`src/rtl/uart_rx_if.sv`:
```
// Receiver-side bundle for uart_rx: the serial line, the byte handshake and the status outputs.
// The master modport is the line driver/consumer side; the slave modport is the receiver.
interface uart_rx_if;
  logic       rx;
  logic       rx_ack;
  logic [7:0] rx_data;
  logic       rx_valid;
  logic       frame_err;
  logic       overrun;
  logic       busy;

  modport master (
    output rx,
    output rx_ack,
    input  rx_data,
    input  rx_valid,
    input  frame_err,
    input  overrun,
    input  busy
  );

  modport slave (
    input  rx,
    input  rx_ack,
    output rx_data,
    output rx_valid,
    output frame_err,
    output overrun,
    output busy
  );
endinterface

```
`src/rtl/uart_rx.sv`:
```
// 8N1 UART receiver with a per-frame bit-timing counter that is restarted on every start edge,
// so each bit is sampled near its middle. Bytes leave through a valid/ack handshake.
module uart_rx #(
  parameter int unsigned CLK_DIV = 1250
) (
  input  logic     clk,
  input  logic     nrst,
  uart_rx_if.slave bus
);

  localparam int unsigned HALF_DIV  = CLK_DIV / 2;
  localparam logic [15:0] HALF_LAST = 16'(HALF_DIV - 1);
  localparam logic [15:0] BIT_LAST  = 16'(CLK_DIV - 1);

  typedef enum logic [2:0] {
    ST_IDLE  = 3'd0,
    ST_START = 3'd1,
    ST_DATA  = 3'd2,
    ST_STOP  = 3'd3,
    ST_BREAK = 3'd4
  } state_t;

  state_t      state_q, state_d;
  logic [15:0] cnt_q, cnt_d;
  logic [2:0]  bit_idx_q, bit_idx_d;
  logic [7:0]  shift_q, shift_d;
  logic [7:0]  data_q, data_d;
  logic        valid_q, valid_d;
  logic        ferr_q, ferr_d;
  logic        ovr_q, ovr_d;
  logic        busy_q;
  logic        sync1_q, sync2_q;
  logic        rx_s;

  assign rx_s = sync2_q;

  // Two-flop synchronizer; idles high so reset never looks like a start bit.
  always_ff @(posedge clk or negedge nrst) begin
    if (!nrst) begin
      sync1_q <= 1'b1;
      sync2_q <= 1'b1;
    end else begin
      sync1_q <= bus.rx;
      sync2_q <= sync1_q;
    end
  end

  // Frame state, timing counter, shift register and the registered outputs.
  always_ff @(posedge clk or negedge nrst) begin
    if (!nrst) begin
      state_q   <= ST_IDLE;
      cnt_q     <= 16'd0;
      bit_idx_q <= 3'd0;
      shift_q   <= 8'h00;
      data_q    <= 8'h00;
      valid_q   <= 1'b0;
      ferr_q    <= 1'b0;
      ovr_q     <= 1'b0;
      busy_q    <= 1'b0;
    end else begin
      state_q   <= state_d;
      cnt_q     <= cnt_d;
      bit_idx_q <= bit_idx_d;
      shift_q   <= shift_d;
      data_q    <= data_d;
      valid_q   <= valid_d;
      ferr_q    <= ferr_d;
      ovr_q     <= ovr_d;
      busy_q    <= (state_d != ST_IDLE);
    end
  end

  // Next-state and output decode.
  always_comb begin
    state_d   = state_q;
    cnt_d     = cnt_q + 16'd1;
    bit_idx_d = bit_idx_q;
    shift_d   = shift_q;
    data_d    = data_q;
    ferr_d    = 1'b0;
    ovr_d     = 1'b0;

    if (valid_q && bus.rx_ack) begin
      valid_d = 1'b0;
    end else begin
      valid_d = valid_q;
    end

    case (state_q)
      ST_IDLE: begin
        if (!rx_s) begin
          state_d = ST_START;
          cnt_d   = 16'd0;
        end else begin
          state_d = ST_IDLE;
        end
      end
      ST_START: begin
        if (cnt_q == HALF_LAST) begin
          cnt_d     = 16'd0;
          bit_idx_d = 3'd0;
          if (!rx_s) begin
            state_d = ST_DATA;
          end else begin
            state_d = ST_IDLE;
          end
        end else begin
          state_d = ST_START;
        end
      end
      ST_DATA: begin
        if (cnt_q == BIT_LAST) begin
          shift_d   = {rx_s, shift_q[7:1]};
          cnt_d     = 16'd0;
          bit_idx_d = bit_idx_q + 3'd1;
          if (bit_idx_q == 3'd7) begin
            state_d = ST_STOP;
          end else begin
            state_d = ST_DATA;
          end
        end else begin
          state_d = ST_DATA;
        end
      end
      ST_STOP: begin
        if (cnt_q == BIT_LAST) begin
          cnt_d = 16'd0;
          if (rx_s) begin
            // A same-cycle ack consumes the old byte, so the overwrite is not an overrun.
            data_d  = shift_q;
            valid_d = 1'b1;
            ovr_d   = valid_q & ~bus.rx_ack;
            state_d = ST_IDLE;
          end else begin
            ferr_d  = 1'b1;
            state_d = ST_BREAK;
          end
        end else begin
          state_d = ST_STOP;
        end
      end
      ST_BREAK: begin
        if (rx_s) begin
          state_d = ST_IDLE;
          cnt_d   = 16'd0;
        end else begin
          state_d = ST_BREAK;
        end
      end
      default: begin
        state_d = ST_IDLE;
        cnt_d   = 16'd0;
      end
    endcase
  end

  assign bus.rx_data   = data_q;
  assign bus.rx_valid  = valid_q;
  assign bus.frame_err = ferr_q;
  assign bus.overrun   = ovr_q;
  assign bus.busy      = busy_q;

endmodule

```
`src/flat_wrapper.sv`:
```
// flat-port wrapper written by rule: the top's interface ports become plain ports
module uart_rx_flat 
#(
  parameter int unsigned CLK_DIV = 1250
)
  (clk, nrst, bus_rx, bus_rx_ack, bus_rx_data, bus_rx_valid, bus_frame_err, bus_overrun, bus_busy);
  uart_rx_if bus_i ();
  input  logic clk;
  input  logic nrst;
  input wire logic [$bits(bus_i.rx)-1:0] bus_rx;
  input wire logic [$bits(bus_i.rx_ack)-1:0] bus_rx_ack;
  output wire logic [$bits(bus_i.rx_data)-1:0] bus_rx_data;
  output wire logic [$bits(bus_i.rx_valid)-1:0] bus_rx_valid;
  output wire logic [$bits(bus_i.frame_err)-1:0] bus_frame_err;
  output wire logic [$bits(bus_i.overrun)-1:0] bus_overrun;
  output wire logic [$bits(bus_i.busy)-1:0] bus_busy;
  assign bus_i.rx = bus_rx;
  assign bus_i.rx_ack = bus_rx_ack;
  assign bus_rx_data = bus_i.rx_data;
  assign bus_rx_valid = bus_i.rx_valid;
  assign bus_frame_err = bus_i.frame_err;
  assign bus_overrun = bus_i.overrun;
  assign bus_busy = bus_i.busy;
  uart_rx #(.CLK_DIV(CLK_DIV)) u_core (.clk(clk), .nrst(nrst), .bus(bus_i));
endmodule
```
`config.mk`:
```
export PLATFORM = sky130hd
export DESIGN_NAME = uart_rx_flat
export DESIGN_NICKNAME = d
export VERILOG_FILES = /design/src/rtl/uart_rx_if.sv /design/src/rtl/uart_rx.sv /design/src/flat_wrapper.sv
export SDC_FILE = /design/constraint.sdc
export NUM_CORES = 1
export LEC_CHECK = 0
export CORE_MARGIN = 4
export CORE_UTILIZATION = 57
export DETAILED_ROUTE_END_ITERATION = 8
export PLACE_DENSITY = 0.76
export SKIP_CTS_REPAIR_TIMING = 1
export SYNTH_ARGS = -nofsm -noshare
export SYNTH_HDL_FRONTEND = slang
export SYNTH_SLANG_ARGS = --single-unit
```
`constraint.sdc`:
```
create_clock -name clk -period 2.8 [get_ports clk]
set_clock_uncertainty 0.15 [all_clocks]
set_input_delay 0.84 -clock clk [delete_from_list [all_inputs] [get_ports clk]]
set_output_delay 0.84 -clock clk [all_outputs]
set_load 0.03 [all_outputs]
```
==> results of run 1 <==
-- registers in the layout, summed over array words and instances, names as in the netlist --
| register | count |
|---|---|
| u_core.bit_idx_q | 3 |
| u_core.bus.rx_data | 8 |
| u_core.bus.overrun | 1 |
| u_core.shift_q | 8 |
| u_core.rx_s | 1 |
| u_core.bus.busy | 1 |
| u_core.cnt_q | 16 |
| u_core.sync1_q | 1 |
| u_core.bus.rx_valid | 1 |
| u_core.bus.frame_err | 1 |
| u_core.state_q | 3 |
-- critical path: stages (launching register included) --
cell and delay, ns:
dfrtp_1 0.44, nor4_1 0.58, nor4b_4 0.56, nand4_4 0.27, mux2_2 0.35
-- area by class of cell --
class / instances / area, um^2 / share of cell area [%]
clock buffers: 6 / 51.3 / 2.24
repair buffers: 18 / 180 / 7.87
inverters: 9 / 33.8 / 1.48
well taps: 46 / 57.6 / 2.51
clock inverters: 2 / 38.8 / 1.69
multi-input cells: 114 / 825 / 36.0
flip-flops and latches: 44 / 1100 / 48.2
-- worst paths after layout --
check / cells past startpoint / end / slack [ns]
worst max-delay path: 4 / u_core.bus.rx_data[4]$_DFFE_PN0P_ / 0.34
max in group asynchronous: 2 / u_core.shift_q[1]$_DFFE_PN0P_ / 1.73
worst max register to register: 4 / u_core.bus.rx_data[4]$_DFFE_PN0P_ / 0.34
worst min-delay path: 0 / u_core.rx_s$_DFF_PN1_ / 0.22
worst min register to register: 0 / u_core.rx_s$_DFF_PN1_ / 0.22
min in group asynchronous: 1 / u_core.shift_q[7]$_DFFE_PN0P_ / 0.28
-- power groups by stage --
stage                     clock, mW  combinational (mW)  sequential (mW)
after floorplan                   0             0.00153            0.651
after global placement            0              0.0202            0.651
after detailed placement          0              0.0211            0.651
after CTS                     0.431              0.0211            0.639
after global routing          0.458              0.0233            0.640
final                         0.423              0.0200            0.639
-- metal layers --
layer  part of all wire [%]  wire, um  vias to the layer above
met5                      0         0                        -
met4                    1.5        57                        0
met3                    3.6       138                        7
met2                     49      1850                       29
li1                       -         -                      639
met1                     46      1750                      687
-- cell usage after synthesis --
cell type | count | area, um^2
ha_1 | 5 | 62.6
a22o_1 | 2 | 17.5
nor2b_1 | 2 | 12.5
nand4b_1 | 1 | 8.76
nor4bb_1 | 1 | 10.0
nor3_1 | 1 | 5.00
inv_1 | 9 | 33.8
nand2b_1 | 1 | 6.26
o21ai_0 | 4 | 20.0
a2bb2oi_1 | 1 | 8.76
nand3_1 | 9 | 45.0
xnor2_1 | 7 | 61.3
nand4_1 | 8 | 50.1
clkbuf_1 | 4 | 15.0
or4_4 | 1 | 11.3
nand2_1 | 8 | 30.0
a32oi_1 | 1 | 8.76
a221o_2 | 1 | 11.3
dfstp_2 | 2 | 52.6
nor4_1 | 4 | 25.0
a21oi_1 | 2 | 10.0
nand4bb_1 | 1 | 11.3
xor2_1 | 7 | 61.3
nor4b_4 | 1 | 23.8
nor2_1 | 24 | 90.1
and4_1 | 1 | 8.76
dfrtp_1 | 42 | 1050
mux2_2 | 15 | 169
and3_1 | 4 | 25.0
buf_2 | 1 | 5.00
nand4_4 | 1 | 21.3
o211a_1 | 1 | 10.0
-- logic make-up (layout without fill, tap and decap cells) --
kind of cell,count (synthesis),after routing,share of synthesized area (%)
adders and majority gates,5,5,3.16
DFF,44,44,55.7
buffers and inverters,14,35,2.71
and+or+nand+nor,68,68,19.4
AOI/OAI and AO/OA,12,12,4.36
muxes,15,15,8.52
xor gates and xnor gates,14,14,6.19
-- per-stage QoR --
stage                     worst slack (ns)  total power [mW]  utilization [%]  cells
after floorplan                      0.622             0.653                -    172
after global placement               0.521             0.672             65.9    231
after detailed placement             0.359             0.672             65.9    231
after CTS                            0.349              1.09             68.6    239
after global routing                 0.212              1.12             68.6    239
final                                0.341              1.08             68.6    239
==> out/results.txt, run 1 <==
Switching share of total power -> 20.7%
Ant. Diodes -> 0
Most frequent cells in the layout -> 42 x dfrtp_1, 24 x nor2_1, 15 x mux2_2
Yosys warns -> 0
Mapped Cells -> 172
Placed Area -> 2200 um^2
Final Cell Area -> 2290 um^2
Final RePlAce weighted congestion -> 0.919
Initial DRC Count -> 205
Leakage -> 1.11 nW
Max-slew violations -> 0
Share of post-route cells with drive strength above 1 -> 17.1%
M3 GR Usage -> 4.55%
Seq pwr share -> 59.1%
Hold Path Class -> reg -> reg
Drt drc -> 0
Commonest non-fill, non-tap cell in the layout -> dfrtp_1
Internal power -> 0.858 mW
Core area -> 3340 um^2
Met1 usage -> 26.1%
Met2 Use GR -> 32.9%
Drt first pass iters -> 4
Number of synthesized register bits -> 44
Pin count of the biggest net entering global routing -> 24
Number of max-cap violations -> 0
Clock share of power -> 39.1%
Status -> finished clean
Fin nets -> 201
Drt wl/cell -> 15.9 um
Worst EP required -> 2.90 ns
Reg2Reg Launch Point -> u_core.cnt_q[12]$_DFF_PN0_
Cell Area, Synth -> 1980 um^2
Worst skew pair latency -> 0.35 ns
VDD IR max -> 0.421 mV
Worst-margin pin slew -> 0.832 ns
CTS root buffer -> clkbuf_4
GRT Total Usage -> 20.1%
First-pass GRT wire length -> 6670 um
Gr ovfl total -> 0
Clock Path Buffers -> 2
Clk slew on worst S/H paths -> 0.13 ns
Post-DP HPWL -> 2690 um
Critical path type -> reg -> reg
Setup TNS Final -> 0 ns
CP startpoint -> u_core.cnt_q[12]$_DFF_PN0_
Initial Util -> 59.4%
Min-delay src -> u_core.sync1_q$_DFF_PN1_
Syn nets -> 181
CTS tree -> built
Initial antenna violation count -> 0
Die H -> 67.0 um
Worst setup EP type -> flop
Die ar. -> 4480 um^2
Sequential share of the synthesized area -> 55.7%
Syn avg cell area -> 11.5 um^2
Hold_ws -> 0.216 ns
CP startpoint kind -> flop
Vias -> 1362
H-tree levels -> 2
Area growth syn-to-layout -> 15.5%
Vias in the first global route -> 1425
Max Fclk -> 407 MHz
Unrepaired setup endpoints after global routing -> false
Power Density -> 473 nW/um^2
Post-layout min period -> 2.46 ns
Post-DRT Antenna Nets -> 0
Clk sinks -> 44
CP Data Arrival Time -> 2.55 ns
Slew headroom -> 44.0%
Critical Path Fanout Max -> 9
Switching pwr -> 0.224 mW
# setup viols final -> 0
Filler cell count -> 257
Rows -> 21
Vias per cell -> 5.70
Chip Width -> 67.0 um
Final worst-path cycle share -> 87.8%
Fin. Hold Viols -> 0
# IOs -> 16
Global routing's busiest layer -> met2
Routed wire length -> 3800 um
Count of cell types in the netlist -> 32
Comb pwr share -> 1.8%
Buffers on Ports -> 15
TritonCTS Buffers -> 5
Note: power is estimated with default switching activity, not from simulation.
==> inputs of run 2 (changes only) <==
--- a/config.mk
+++ b/config.mk
@@ -5,10 +5,11 @@
 export SDC_FILE = /design/constraint.sdc
 export NUM_CORES = 1
 export LEC_CHECK = 0
+export ABC_CLOCK_PERIOD_IN_PS = 2800
 export CORE_MARGIN = 4
-export CORE_UTILIZATION = 57
+export CORE_UTILIZATION = 56
 export DETAILED_ROUTE_END_ITERATION = 8
-export PLACE_DENSITY = 0.76
+export PLACE_DENSITY = 0.75
 export SKIP_CTS_REPAIR_TIMING = 1
 export SYNTH_ARGS = -nofsm -noshare
 export SYNTH_HDL_FRONTEND = slang
==> run 2 against run 1 <==
Utilization decreased by 1.9 points. Via count decreased by 2.4%. Clock power decreased by 25%. Wire length decreased by 5.7%. Register-to-register slack about the same. Global-route usage decreased by 2.1 points. Combinational power about the same. First-iteration DRC count decreased by 61%. Power decreased by 9.8%. Largest power group unchanged. Die area increased by 1.6%. Final area decreased by 1.3%. Count of clock-buffer cells in the layout unchanged.
==> out/results.txt, run 2 (same netlist as run 1, synthesis figures left out) <==
Status -> finished clean
Chip Width -> 67.5 um (+0.78%)
Vias -> 1329 (-2.4%)
CP startpoint kind -> flop
Most frequent cells in the layout -> 42 x dfrtp_1, 24 x nor2_1, 15 x mux2_2
CTS tree -> built
# IOs -> 16 (unchanged)
Share of post-route cells with drive strength above 1 -> 17.1% (unchanged)
Die ar. -> 4550 um^2 (+1.6%)
Worst EP required -> 2.88 ns (-0.02 ns)
Vias in the first global route -> 1283 (-10%)
Ant. Diodes -> 0 (unchanged)
Final worst-path cycle share -> 88.2% (+0.33 points)
Gr ovfl total -> 0 (unchanged)
Drt drc -> 0 (unchanged)
Rows -> 21 (unchanged)
Critical Path Fanout Max -> 9 (unchanged)
Design Power -> 0.977 mW (-9.8%)
CP Data Arrival Time -> 2.55 ns (about the same)
Die H -> 67.5 um (+0.78%)
Unrepaired setup endpoints after global routing -> false
Clk sinks -> 44 (unchanged)
Filler cell count -> 246 (-4.3%)
Routed wire length -> 3580 um (-5.7%)
Max Fclk -> 405 MHz (-0.37%)
Area growth syn-to-layout -> 14.1%
Leakage -> 1.10 nW (-0.94%)
Register Area -> 1100 um^2 (unchanged)
Hold Path Class -> reg -> reg
Footprint of the multi-input gates -> 825 um^2 (unchanged)
Post-layout min period -> 2.47 ns (+0.00918 ns)
Worst setup EP type -> flop
VDD IR max -> 0.331 mV (-22%)
First-pass GRT wire length -> 6150 um (-7.9%)
Setup TNS Final -> 0 ns (unchanged)
TritonCTS Buffers -> 5 (unchanged)
GRT Total Usage -> 18.0% (-2.1 points)
Commonest non-fill, non-tap cell in the layout -> dfrtp_1
Drt wl/cell -> 15.0 um (-5.7%)
Drt first pass iters -> 4 (unchanged)
Vias per cell -> 5.56 (-2.4%)
Final RePlAce weighted congestion -> 0.872 (-5.1%)
Post-DP HPWL -> 2630 um (-2.2%)
Critical path type -> reg -> reg
# setup viols final -> 0 (unchanged)
Fin nets -> 201 (unchanged)
Worst-margin pin slew -> 0.904 ns (+0.0725 ns)
Clk slew on worst S/H paths -> 0.13 ns (about the same)
Buffers on Ports -> 15 (unchanged)
Fin. Hold Viols -> 0 (unchanged)
Number of max-cap violations -> 0 (unchanged)
Power Density -> 432 nW/um^2 (-8.6%)
Core area -> 3390 um^2 (+1.6%)
Pin count of the biggest net entering global routing -> 24 (unchanged)
Clock Path Buffers -> 2 (unchanged)
Initial DRC Count -> 80 (-61%)
Initial antenna violation count -> 0 (unchanged)
Max reg flops -> 16 (unchanged)
Largest Register -> u_core.cnt_q
CTS root buffer -> clkbuf_4
Slew headroom -> 39.2% (-4.9 points)
Worst skew pair latency -> 0.35 ns (about the same)
Initial Util -> 58.5% (-0.92 points)
Max-slew violations -> 0 (unchanged)
H-tree levels -> 2 (unchanged)
Post-DRT Antenna Nets -> 0 (unchanged)
==> run 2: path summary, 6_finish.rpt <==
check / slack, ns / start / to / cells after the start
worst max-delay path: 0.33 / u_core.cnt_q[12]$_DFF_PN0_ / u_core.bus.rx_data[5]$_DFFE_PN0P_ / 4
worst min-delay path: 0.22 / u_core.sync1_q$_DFF_PN1_ / u_core.rx_s$_DFF_PN1_ / 0
worst max register to register: 0.33 / u_core.cnt_q[12]$_DFF_PN0_ / u_core.bus.rx_data[5]$_DFFE_PN0P_ / 4
worst min register to register: 0.22 / u_core.sync1_q$_DFF_PN1_ / u_core.rx_s$_DFF_PN1_ / 0
max in group asynchronous: 1.72 / nrst / u_core.shift_q[1]$_DFFE_PN0P_ / 2
min in group asynchronous: 0.28 / nrst / u_core.cnt_q[6]$_DFF_PN0_ / 1
==> run 2: metrics by stage <==
| step | instances | instance area (um^2) | utilization [%] | setup slack, ns | hold slack, ns |
|---|---|---|---|---|---|
| after floorplan | 172 | 1980 | - | 0.622 | 0.195 |
| after global placement | 231 | 2200 | 64.9 | 0.519 | 0.198 |
| after detailed placement | 231 | 2200 | 64.9 | 0.412 | 0.197 |
| after CTS | 239 | 2260 | 66.7 | 0.381 | 0.215 |
| after global routing | 239 | 2260 | 66.7 | 0.204 | 0.216 |
| final | 239 | 2260 | 66.7 | 0.331 | 0.216 |
==> run 2: power breakdown <==
part | leakage [nW] | internal, mW | switching [mW]
Combinational | 0.475 | 0.00624 | 0.0137
Clock | 0.0380 | 0.120 | 0.198
Sequential | 0.588 | 0.638 | 0.00138
Total | 1.10 | 0.764 | 0.213
==> run 2: area by class of cell <==
class,instances,share of cell area (%)
tap,46,2.55
clock buffer,6,2.27
inverter,9,1.49
clock inverter,2,0.443
multi-input combinational,114,36.5
sequential,44,48.8
timing repair buffer,18,7.97
==> run 2: critical path, cell delays in order, from the launching register on <==
cell and delay (ns):
dfrtp_1 0.45, nor4_1 0.56, nor4b_4 0.58, nand4_4 0.27, mux2_2 0.34
==> run 2: layer usage <==
metal	wire [um]	vias to the layer above	global-route usage, %	share of wire (%)
li1	-	643	-	-
met5	0	-	0	0
met2	1780	23	29.8	50
met1	1680	659	23.5	47
met4	27	0	5.57	0.75
met3	91	4	3.99	2.5
